--- config.mk ---
export PLATFORM = sky130hd
export DESIGN_NAME = core_sim_ctrl
export DESIGN_NICKNAME = d
export VERILOG_FILES = /design/src/rtl/core_sim_ctrl.sv
export SDC_FILE = /design/constraint.sdc
export NUM_CORES = 1
export LEC_CHECK = 0
export CAP_MARGIN = 20
export CORE_MARGIN = 1.5
export CORE_UTILIZATION = 52
export DETAILED_ROUTE_END_ITERATION = 12
export PLACE_DENSITY = 0.83
export SLEW_MARGIN = 20
export SYNTH_ARGS = -nofsm -noshare
export SYNTH_HDL_FRONTEND = slang
export SYNTH_SLANG_ARGS = --single-unit
--- constraint.sdc ---
create_clock -name clk -period 3.1 [get_ports clk]
set_input_delay 0.775 -clock clk [delete_from_list [all_inputs] [get_ports clk]]
set_output_delay 0.775 -clock clk [all_outputs]
set_load 0.01 [all_outputs]
--- src/rtl/core_sim_ctrl.sv ---
// Run controller for core-level benches: sequences core reset, latches PC-init mode, arbitrates IRQs, times out the run.
// Optional WFI auto-wake enabled by defining CORE_SIM_CTRL_WFI_WAKE_EN.
module core_sim_ctrl #(
  parameter int RST_CYCLES     = 8,
  parameter int TIMEOUT_CYCLES = 20,
  parameter int IRQ_CH         = 2,
  parameter int CNT_W          = 16,
  parameter int WAKE_CYCLES    = 4
) (
  input  logic              clk,
  input  logic              rst,
  input  logic              start,
  input  logic              pc_init_sel,
  input  logic [IRQ_CH-1:0] irq_trig,
  input  logic [IRQ_CH-1:0] irq_ack,
  input  logic              core_wfi,
  input  logic              core_unexcp_err,
  output logic              core_rst_n,
  output logic              pc_init_use,
  output logic [IRQ_CH-1:0] irq_pend,
  output logic              ext_irq,
  output logic [CNT_W-1:0]  cycle_cnt,
  output logic              done,
  output logic              pass,
  output logic              fail
);

  typedef enum logic [1:0] {
    S_IDLE  = 2'd0,
    S_RESET = 2'd1,
    S_RUN   = 2'd2,
    S_END   = 2'd3
  } state_e;

  localparam logic [CNT_W-1:0] RST_LAST = CNT_W'(RST_CYCLES - 1);
  localparam logic [CNT_W-1:0] TO_LAST  = CNT_W'(TIMEOUT_CYCLES - 1);

  state_e              state_q, state_d;
  logic [CNT_W-1:0]    cycle_cnt_q, cycle_cnt_d;
  logic                core_rst_n_q, core_rst_n_d;
  logic                pc_init_use_q, pc_init_use_d;
  logic [IRQ_CH-1:0]   irq_pend_q, irq_pend_d;
  logic                done_q, done_d;
  logic                pass_q, pass_d;
  logic                fail_q, fail_d;
  logic                wfi_wake;

`ifdef CORE_SIM_CTRL_WFI_WAKE_EN
  localparam logic [CNT_W-1:0] WAKE_CNT = CNT_W'(WAKE_CYCLES);

  logic [CNT_W-1:0] wfi_cnt_q, wfi_cnt_d;

  // The wake cycle itself restarts the count; pending IRQs hold it at zero.
  always_comb begin
    wfi_wake  = (state_q == S_RUN) && (wfi_cnt_q == WAKE_CNT);
    wfi_cnt_d = '0;
    if ((state_q == S_RUN) && !wfi_wake && core_wfi && (irq_pend_q == '0)) begin
      wfi_cnt_d = wfi_cnt_q + 1'b1;
    end
  end

  always_ff @(posedge clk or posedge rst) begin
    if (rst) begin
      wfi_cnt_q <= '0;
    end else begin
      wfi_cnt_q <= wfi_cnt_d;
    end
  end
`else
  localparam int wake_cycles_unused = WAKE_CYCLES;
  logic core_wfi_unused;
  assign core_wfi_unused = core_wfi;
  assign wfi_wake        = 1'b0;
`endif

  always_comb begin
    state_d       = state_q;
    cycle_cnt_d   = cycle_cnt_q;
    core_rst_n_d  = core_rst_n_q;
    pc_init_use_d = pc_init_use_q;
    irq_pend_d    = '0;
    done_d        = done_q;
    pass_d        = pass_q;
    fail_d        = fail_q;

    case (state_q)
      S_IDLE: begin
        cycle_cnt_d  = '0;
        done_d       = 1'b0;
        pass_d       = 1'b0;
        fail_d       = 1'b0;
        core_rst_n_d = 1'b0;
        if (start) begin
          state_d       = S_RESET;
          pc_init_use_d = pc_init_sel;
        end
      end
      S_RESET: begin
        core_rst_n_d = 1'b0;
        if (cycle_cnt_q == RST_LAST) begin
          state_d      = S_RUN;
          cycle_cnt_d  = '0;
          core_rst_n_d = 1'b1;
        end else begin
          cycle_cnt_d = cycle_cnt_q + 1'b1;
        end
      end
      S_RUN: begin
        // Set wins over ack on the same channel.
        irq_pend_d = (irq_pend_q & ~irq_ack) | irq_trig | IRQ_CH'(wfi_wake);
        if (core_unexcp_err) begin
          state_d    = S_END;
          done_d     = 1'b1;
          fail_d     = 1'b1;
          irq_pend_d = '0;
        end else if (cycle_cnt_q == TO_LAST) begin
          state_d    = S_END;
          done_d     = 1'b1;
          pass_d     = 1'b1;
          irq_pend_d = '0;
        end else begin
          cycle_cnt_d = cycle_cnt_q + 1'b1;
        end
      end
      S_END: begin
        if (start) begin
          state_d       = S_RESET;
          cycle_cnt_d   = '0;
          done_d        = 1'b0;
          pass_d        = 1'b0;
          fail_d        = 1'b0;
          core_rst_n_d  = 1'b0;
          pc_init_use_d = pc_init_sel;
        end
      end
      default: begin
        state_d = S_IDLE;
      end
    endcase
  end

  always_ff @(posedge clk or posedge rst) begin
    if (rst) begin
      state_q       <= S_IDLE;
      cycle_cnt_q   <= '0;
      core_rst_n_q  <= 1'b0;
      pc_init_use_q <= 1'b0;
      irq_pend_q    <= '0;
      done_q        <= 1'b0;
      pass_q        <= 1'b0;
      fail_q        <= 1'b0;
    end else begin
      state_q       <= state_d;
      cycle_cnt_q   <= cycle_cnt_d;
      core_rst_n_q  <= core_rst_n_d;
      pc_init_use_q <= pc_init_use_d;
      irq_pend_q    <= irq_pend_d;
      done_q        <= done_d;
      pass_q        <= pass_d;
      fail_q        <= fail_d;
    end
  end

  assign core_rst_n  = core_rst_n_q;
  assign pc_init_use = pc_init_use_q;
  assign irq_pend    = irq_pend_q;
  assign ext_irq     = |irq_pend_q;
  assign cycle_cnt   = cycle_cnt_q;
  assign done        = done_q;
  assign pass        = pass_q;
  assign fail        = fail_q;

endmodule

# --- Word level (Yosys, flattened, before mapping) ---
# Index checks and enable logic that the tools add are counted.
totals:
  out_inout_bits: 24
  in_bits: 10
  ramBits: 0
  romBits: 0
  wordCells: 60
  latchBits: 0
  reg_bits: 25
  n_memories: 0
op_classes:
  bitwise: 3
  multipliers: 0
  n_shift: 0
  add_sub_neg: 1
  mux: 23
  eq_ne: 13
  reduce_logical: 12
  order_cmp: 0
  n_div: 0
ops:
  columns: ["cell", "n"]
  rows:
  - ["$mux W16", 4]
  - ["$pmux W16 S4", 1]
  - ["$add A16 B1 Y16 const B", 1]
  - ["$eq A16 B3 Y1 const B", 1]
  - ["$eq A16 B5 Y1 const B", 1]
  - ["$mux W2", 7]
  - ["$ne A2 B2 Y1 const B", 6]
  - ["$pmux W1 S3", 4]
  - ["$reduce_and A3 Y1", 4]
  - ["$mux W1", 6]
  - ["$pmux W2 S3", 1]
  - ["$reduce_bool A3 Y1", 2]
  - ["$eq A2 B2 Y1 const B", 2]
  - ["$reduce_and A2 Y1", 2]
  - ["$reduce_and A4 Y1", 1]
  - ["$reduce_or A2 Y1", 2]
  - ["$ne A3 B3 Y1 const B", 1]
  - ["$and A2 B2 Y2", 1]
  - ["$eq A2 B1 Y1 const B", 1]
  - ["$logic_not A2 Y1", 1]
  - ["$ne A2 B1 Y1 const B", 1]
  - ["$not A2 Y2", 1]
  - ["$or A2 B2 Y2", 1]

# --- Depth between registers and ports, before layout ---
# Gate-level depths: netlist of the first run.
logic_depth:
  ltp_word: 6
  depth_mapped: 8
  ltp_nobuf: 7

# --- Worst setup path after synthesis of the first run ---
# OpenSTA, ideal clock, no wires.
synth_timing:
  path_type: "flip-flop to flip-flop"
  start: "register cycle_cnt_q[8] (netlist: cycle_cnt[8])"
  end: "register done_q (netlist: done)"
  stages_incl_launch_ff: 7
  synth_period_minus_slack_ps: 2065
  n_path_buf: 1
  required_time_ps: 2975
  setup_ps: 125
  slack_ps: 1035
  arrival_time_ps: 1940
  path_cell_list: "dfrtp_1 or4_4 nor4_4 or3_1 buf_6 nand2_2 mux2_4"
synth_via:
  elab_chain_len: 3
synth_rtl:
  columns: ["item", "line", "source"]
  rows:
  - ["from (decl)", "39", "logic [CNT_W-1:0] cycle_cnt_q, cycle_cnt_d;"]
  - ["from (signal assigned)", "154", "cycle_cnt_q <= cycle_cnt_d;"]
  - ["$eq A16 B5 Y1", "116", "end else if (cycle_cnt_q == TO_LAST) begin"]
  - ["$ne A3 B3 Y1 (no source line)", null, null]
  - ["$reduce_and A3 Y1 (no source line)", null, null]
  - ["to (signal assigned)", "158", "done_q <= done_d;"]
  - ["to (decl)", "43", "logic done_q, done_d;"]
# No other way between the ends.
# A chain may end at the register's enable or synchronous reset.

# --- Worst setup path after layout of the first run ---
layout_timing:
  start: "register irq_pend_q[0] (netlist: irq_pend[0])"
  end: "output ext_irq"
layout_via:
  elab_chain_len: 1
layout_rtl:
  columns: ["item", "line", "source"]
  rows:
  - ["from (decl)", "42", "logic [IRQ_CH-1:0] irq_pend_q, irq_pend_d;"]
  - ["from (signal assigned)", "157", "irq_pend_q <= irq_pend_d;"]
  - ["$reduce_or A2 Y1", "167", "assign ext_irq = |irq_pend_q;"]
  - ["to (decl)", "21", "output logic ext_irq,"]
# No other way between the ends.

==> impl_metrics.env, run 1 <==
export IMPL_setup_viol=0
export IMPL_die_w_um=55.0
export IMPL_drive_above_1_share_pct=9.39
export IMPL_slew_headroom_pct=60.1
export IMPL_grt_setup_unrepaired="no"
export IMPL_cts_resized=0
export IMPL_postSynth_topFlopCell="dfrtp_1"
export IMPL_async_flop_share_pct=100
export IMPL_drv_cap=0
export IMPL_cp_arrival_ps=1490
export IMPL_grt_antenna_before_repair=0
export IMPL_hold_viol_final=0
export IMPL_cpPeakStageDelay_ps=480
export IMPL_path_clk_slew_ps=140
export IMPL_wl_um=2870
export IMPL_ys_warnings_count=0
export IMPL_ir_worst_vdd_v=0.000251
export IMPL_io_pins=34
export IMPL_setup_worst_path_class="register to output pin"
export IMPL_antenna_left=0
export IMPL_p_leak_nw=0.817
export IMPL_grt_pass1_wl_um=4770
export IMPL_slew_violations=0
export IMPL_holdBufCountCts=0
export IMPL_stdcell_area_um2=1790
export IMPL_post_synth_cell_area_avg_um2=9.69
export IMPL_powerDensity_nw_per_um2=278
export IMPL_pre_cts_slack_ps=525
export IMPL_grt_start_max_net_pins=26
export IMPL_insertion_delay_ps=320
export IMPL_drt_initial_drc_count=15
export IMPL_path_cells="or2_2 -> clkdlybuf4s50_1"
export IMPL_cp_start_kind="register"
export IMPL_rows=18
export IMPL_crit_path_end_kind="output pin"
export IMPL_port_buffers=32
export IMPL_yosysUniqueCellTypes=36
export IMPL_topRoutingLayerUsed="met4"
export IMPL_vias_per_cell=5.50
export IMPL_finalWeightedCongestion=0.819
export IMPL_chipHeight_um=55.0
export IMPL_tns_ps=0
export IMPL_clock_sinks=25
export IMPL_cts_root_buf="clkbuf_4"
export IMPL_grt_pass1_vias=1104
export IMPL_postCtsSetupRepairBufs=0
export IMPL_skew_ps=8.57
export IMPL_core_um2=2520
export IMPL_most_common_layout_cells="32 x clkdlybuf4s50_1, 25 x dfrtp_1, 22 x nor2_1"
export IMPL_drt_drc_violations_left=0
export IMPL_synth_edf_count=0
export IMPL_clockBufferDepth=2
export IMPL_critPathSlowestCell="clkdlybuf4s50_1"
export IMPL_finalCoreUtilization_pct=70.8
export IMPL_ys_seq_area_share_pct=44.5
export IMPL_area_delta_synth_final_pct=27.1
export IMPL_wl_met1_um=1390
export IMPL_cts_tree="done"
export IMPL_outcome="finished, final reports clean"
export IMPL_holdWs_ps=526
export IMPL_cp_max_fo=3
export IMPL_route_vias_total=1160
export IMPL_syn_area_um2=1410
export IMPL_hp_class="register to register"
export IMPL_fin_crit_sh_pct=73.1
export IMPL_numCtsBuffers=3
export IMPL_fmax_mhz=441
export IMPL_hpwl_um=2140
export IMPL_met2_length_um=1370
export IMPL_period_needed_ps=2270
export IMPL_initial_utilization_pct=55.7
export IMPL_required_ps=2320
export IMPL_n_antenna_cell=0
export IMPL_track_usage_pct=21.9
export IMPL_final_setup_worst_slack_ps=835
export IMPL_htreeDepth=1
export IMPL_final_nets=197
export IMPL_worst_slew_pin_slew_ps=597
export IMPL_layout_commonest_cell="clkdlybuf4s50_1"
export IMPL_drt_pass1_iter_count=4
export IMPL_die_area_um2=3020
export IMPL_postPlaceCellArea_um2=1760
export IMPL_overflow=0
export IMPL_syn_num_nets=160
export IMPL_avgRoutedWirePerCell_um=13.6
export IMPL_syn_inst=145
export IMPL_met3_wirelength_um=96
export IMPL_synth_seq_cells=25
export IMPL_num_fill_cells=213
[routing by layer]
metal	track usage, %	vias to the layer above
met3	2.42	2
met5	0	-
met1	27.9	552
met4	7.32	0
li1	-	580
met2	38.3	26
[critical path, delay by kind of cell (launching register included)]
family,cells,cell delay (ps)
buffers and inverters,1,480
and+or+nand+nor,1,290
DFF,1,410
[area by class of cell]
type	count	area [um2]	share of cell area, %
Clock buffer	3	22.5	1.26
Clock inverter	1	7.51	0.420
Inverter	7	26.3	1.47
Multi-Input combinational cell	111	731	40.9
Sequential cell	25	626	35.0
Tap cell	30	37.5	2.10
Timing Repair Buffer	34	335	18.8
[power breakdown]
group | total [W] | leakage, nW | internal [W] | switching (W)
sequential | 0.000326 | 0.319 | 0.000326 | 0
combinational | 0.0000205 | 0.485 | 0.0000110 | 0.00000958
clock | 0.000150 | 0.0139 | 0.0000492 | 0.000101
[cell usage after synthesis (2+ instances only)]
cell type  instances  area [um2]
and3_1             4        25.0
o2bb2ai_1          2        17.5
or4_1              3        22.5
xnor2_1            7        61.3
nand4_1            2        12.5
or4_4              2        22.5
nand2_1           12        45.0
ha_1               5        62.6
nor2_1            22        82.6
inv_1              7        26.3
o21ai_0            8        40.0
buf_6              2        22.5
xor2_1             4        35.0
nand2b_1           4        25.0
nand3b_1           2        15.0
a21oi_1            7        35.0
dfrtp_1           25         626
nand3_1            9        45.0
[registers in the layout (all words and copies together) (netlist names)]
name	cells
core_rst_n	1
cycle_cnt	16
done	1
fail	1
irq_pend	2
pass	1
pc_init_use	1
state_q	2
[logic make-up after synthesis]
| kind of cell | after synthesis | share of synthesized area, % |
|---|---|---|
| flops | 25 | 44.5 |
| simple gates | 72 | 28.7 |
| fa+ha+maj | 5 | 4.45 |
| buf+inv | 9 | 3.47 |
| compound gates | 21 | 10.2 |
| xor+xnor | 11 | 6.86 |
| mux | 2 | 1.87 |
[final timing paths]
kind | startpoint | to | cells after the start | slack, ps
setup / recovery | irq_pend[0] | ext_irq | 2 | 830
hold / removal | core_rst_n | core_rst_n | 2 | 530
setup reg to reg | cycle_cnt[11] | done | 5 | 860
hold reg to reg | core_rst_n | core_rst_n | 2 | 530
max in group asynchronous | rst | state_q[1] | 3 | 2060
min in group asynchronous | rst | cycle_cnt[7] | 3 | 780
[per-stage QoR]
step | total power [W] | instances
after global routing | 0.000518 | 211
after detailed placement | 0.000354 | 207
final | 0.000497 | 211
after CTS | 0.000505 | 211
after global placement | 0.000353 | 207
after floorplan | 0.000339 | 145
Power figures use the tool's default switching activity.
==> run 2: changes to the inputs <==
--- a/config.mk
+++ b/config.mk
@@ -7,9 +7,9 @@
 export LEC_CHECK = 0
 export CAP_MARGIN = 20
 export CORE_MARGIN = 1.5
-export CORE_UTILIZATION = 52
+export CORE_UTILIZATION = 49
 export DETAILED_ROUTE_END_ITERATION = 12
-export PLACE_DENSITY = 0.83
+export PLACE_DENSITY = 0.79
 export SLEW_MARGIN = 20
 export SYNTH_ARGS = -nofsm -noshare
 export SYNTH_HDL_FRONTEND = slang
==> constraint.sdc (replaced) <==
create_clock -name clk -period 2.3 [get_ports clk]
set_input_delay 0.575 -clock clk [delete_from_list [all_inputs] [get_ports clk]]
set_output_delay 0.575 -clock clk [all_outputs]
set_load 0.01 [all_outputs]
==> impl_metrics.env, run 2 (synthesized netlist as in run 1, its figures left out) <==
export IMPL_outcome="finished, final reports clean"
export IMPL_hp_start="pc_init_use"
export IMPL_min_to="pc_init_use"
export IMPL_clockBufferDepth=2
export IMPL_most_common_layout_cells="32 x clkdlybuf4s50_1, 25 x dfrtp_1, 22 x nor2_1"
export IMPL_path_clk_slew_ps=130
export IMPL_n_antenna_cell=0
export IMPL_overflow=0
export IMPL_fin_crit_sh_pct=95.5
export IMPL_chipHeight_um=56.6
export IMPL_vias_per_cell=5.52
export IMPL_required_ps=2510
export IMPL_io_pins=34
export IMPL_rr_startpoint="cycle_cnt[11]"
export IMPL_core_um2=2730
export IMPL_avgRoutedWirePerCell_um=13.9
export IMPL_grt_pass1_wl_um=5150
export IMPL_num_fill_cells=238
export IMPL_numCtsBuffers=3
export IMPL_port_buffers=32
export IMPL_finalCoreUtilization_pct=66.9
export IMPL_holdWs_ps=519
export IMPL_holdBufCountCts=0
export IMPL_grt_setup_unrepaired="no"
export IMPL_ir_worst_vdd_v=0.000369
export IMPL_stdcell_area_um2=1830
export IMPL_drive_above_1_share_pct=11.8
export IMPL_drt_drc_violations_left=0
export IMPL_area_delta_synth_final_pct=30.1
export IMPL_stdcell_count=218
export IMPL_hpwl_um=2310
export IMPL_antenna_left=0
export IMPL_rows=19
export IMPL_drt_initial_drc_count=40
export IMPL_cp_start_kind="register"
export IMPL_cts_resized=0
export IMPL_finalWeightedCongestion=0.798
export IMPL_dp_cells=214
export IMPL_route_vias_total=1203
export IMPL_tns_ps=0
export IMPL_track_usage_pct=20.3
export IMPL_die_area_um2=3200
export IMPL_reg2reg_depth=5
export IMPL_final_nets=203
export IMPL_p_leak_nw=0.847
export IMPL_grt_pass1_vias=1130
export IMPL_initial_utilization_pct=51.4
export IMPL_slew_violations=0
export IMPL_drv_cap=0
export IMPL_layout_commonest_cell="clkdlybuf4s50_1"
export IMPL_clock_sinks=25
export IMPL_r2r_end="cycle_cnt[4]"
export IMPL_crit_path_end_kind="register"
export IMPL_cts_tree="done"
export IMPL_grt_antenna_before_repair=0
export IMPL_largest_register_ff_count=16
export IMPL_cp_max_fo=13
export IMPL_insertion_delay_ps=320
export IMPL_setup_viol=0
export IMPL_worst_slew_pin_slew_ps=397
export IMPL_postPlaceCellArea_um2=1800
export IMPL_hold_viol_final=0
export IMPL_grt_start_max_net_pins=26
export IMPL_reg2reg_slack_ps=100
export IMPL_fmax_mhz=455
export IMPL_cts_root_buf="clkbuf_4"
export IMPL_hp_class="register to register"
export IMPL_slew_headroom_pct=73.3
export IMPL_setup_worst_path_class="register to register"
export IMPL_drt_pass1_iter_count=4
export IMPL_min_path_cells=1
export IMPL_postCtsSetupRepairBufs=0
export IMPL_period_needed_ps=2200
export IMPL_htreeDepth=1
export IMPL_die_w_um=56.6
export IMPL_skew_ps=4.33
export IMPL_powerDensity_nw_per_um2=363
export IMPL_cp_arrival_ps=2410
export IMPL_wl_um=3040
[run 2: changes by cell type in the layout (fill, tap and decap cells not counted)]
cell / previous run / this run
clkinvlp_4: 1 / 0
buf_4: 2 / 8
clkbuf_1: 0 / 1
[run 2: layout make-up]
class / instances / area, um2 / share of cell area [%]
flip-flops and latches: 25 / 626 / 34.2
repair buffers: 40 / 380 / 20.8
clock buffers: 4 / 26.3 / 1.44
inverters: 7 / 26.3 / 1.44
well taps: 31 / 38.8 / 2.12
multi-input cells: 111 / 731 / 40.0
[run 2: metal layers]
layer | vias up | routed length (um) | share of wire [%] | GRT usage, %
met5 | - | 0 | 0 | 0
met2 | 30 | 1490 | 49 | 34.9
met1 | 580 | 1370 | 45 | 25.6
met4 | 0 | 11 | 0.36 | 3.40
li1 | 590 | - | - | -
met3 | 3 | 169 | 5.6 | 5.99
[run 2: report_power, final]
part | total (W) | internal [W] | leakage [nW] | switching [W]
sequential | 0.000439 | 0.000439 | 0.319 | 0
combinational | 0.0000281 | 0.0000148 | 0.513 | 0.0000133
clock | 0.000195 | 0.0000679 | 0.0150 | 0.000128
[run 2: critical path, stage by stage, from the launching register on]
cell and delay (ps):
dfrtp_1 450, or4_1 670, o41ai_4 380, a21o_2 230
and2_4 250, o21ai_0 110
[run 2: worst max path at each step]
stage,from,to,slack [ps],cells past startpoint
floorplan,cycle_cnt[8],done,230,6
detailed placement,start,cycle_cnt[3],-4,6
CTS,cycle_cnt[11],cycle_cnt[4],120,5
global route,cycle_cnt[11],done,30,5
finish,cycle_cnt[11],cycle_cnt[4],100,5
global placement,start,cycle_cnt[4],70,6
[run 2: stage by stage]
step	setup slack, ps	total power, W
3_3_place_gp	73.9	0.000476
5_1_grt	33.7	0.000687
6_report	105	0.000663
4_1_cts	122	0.000672
3_5_place_dp	-3.57	0.000477
2_1_floorplan	235	0.000457
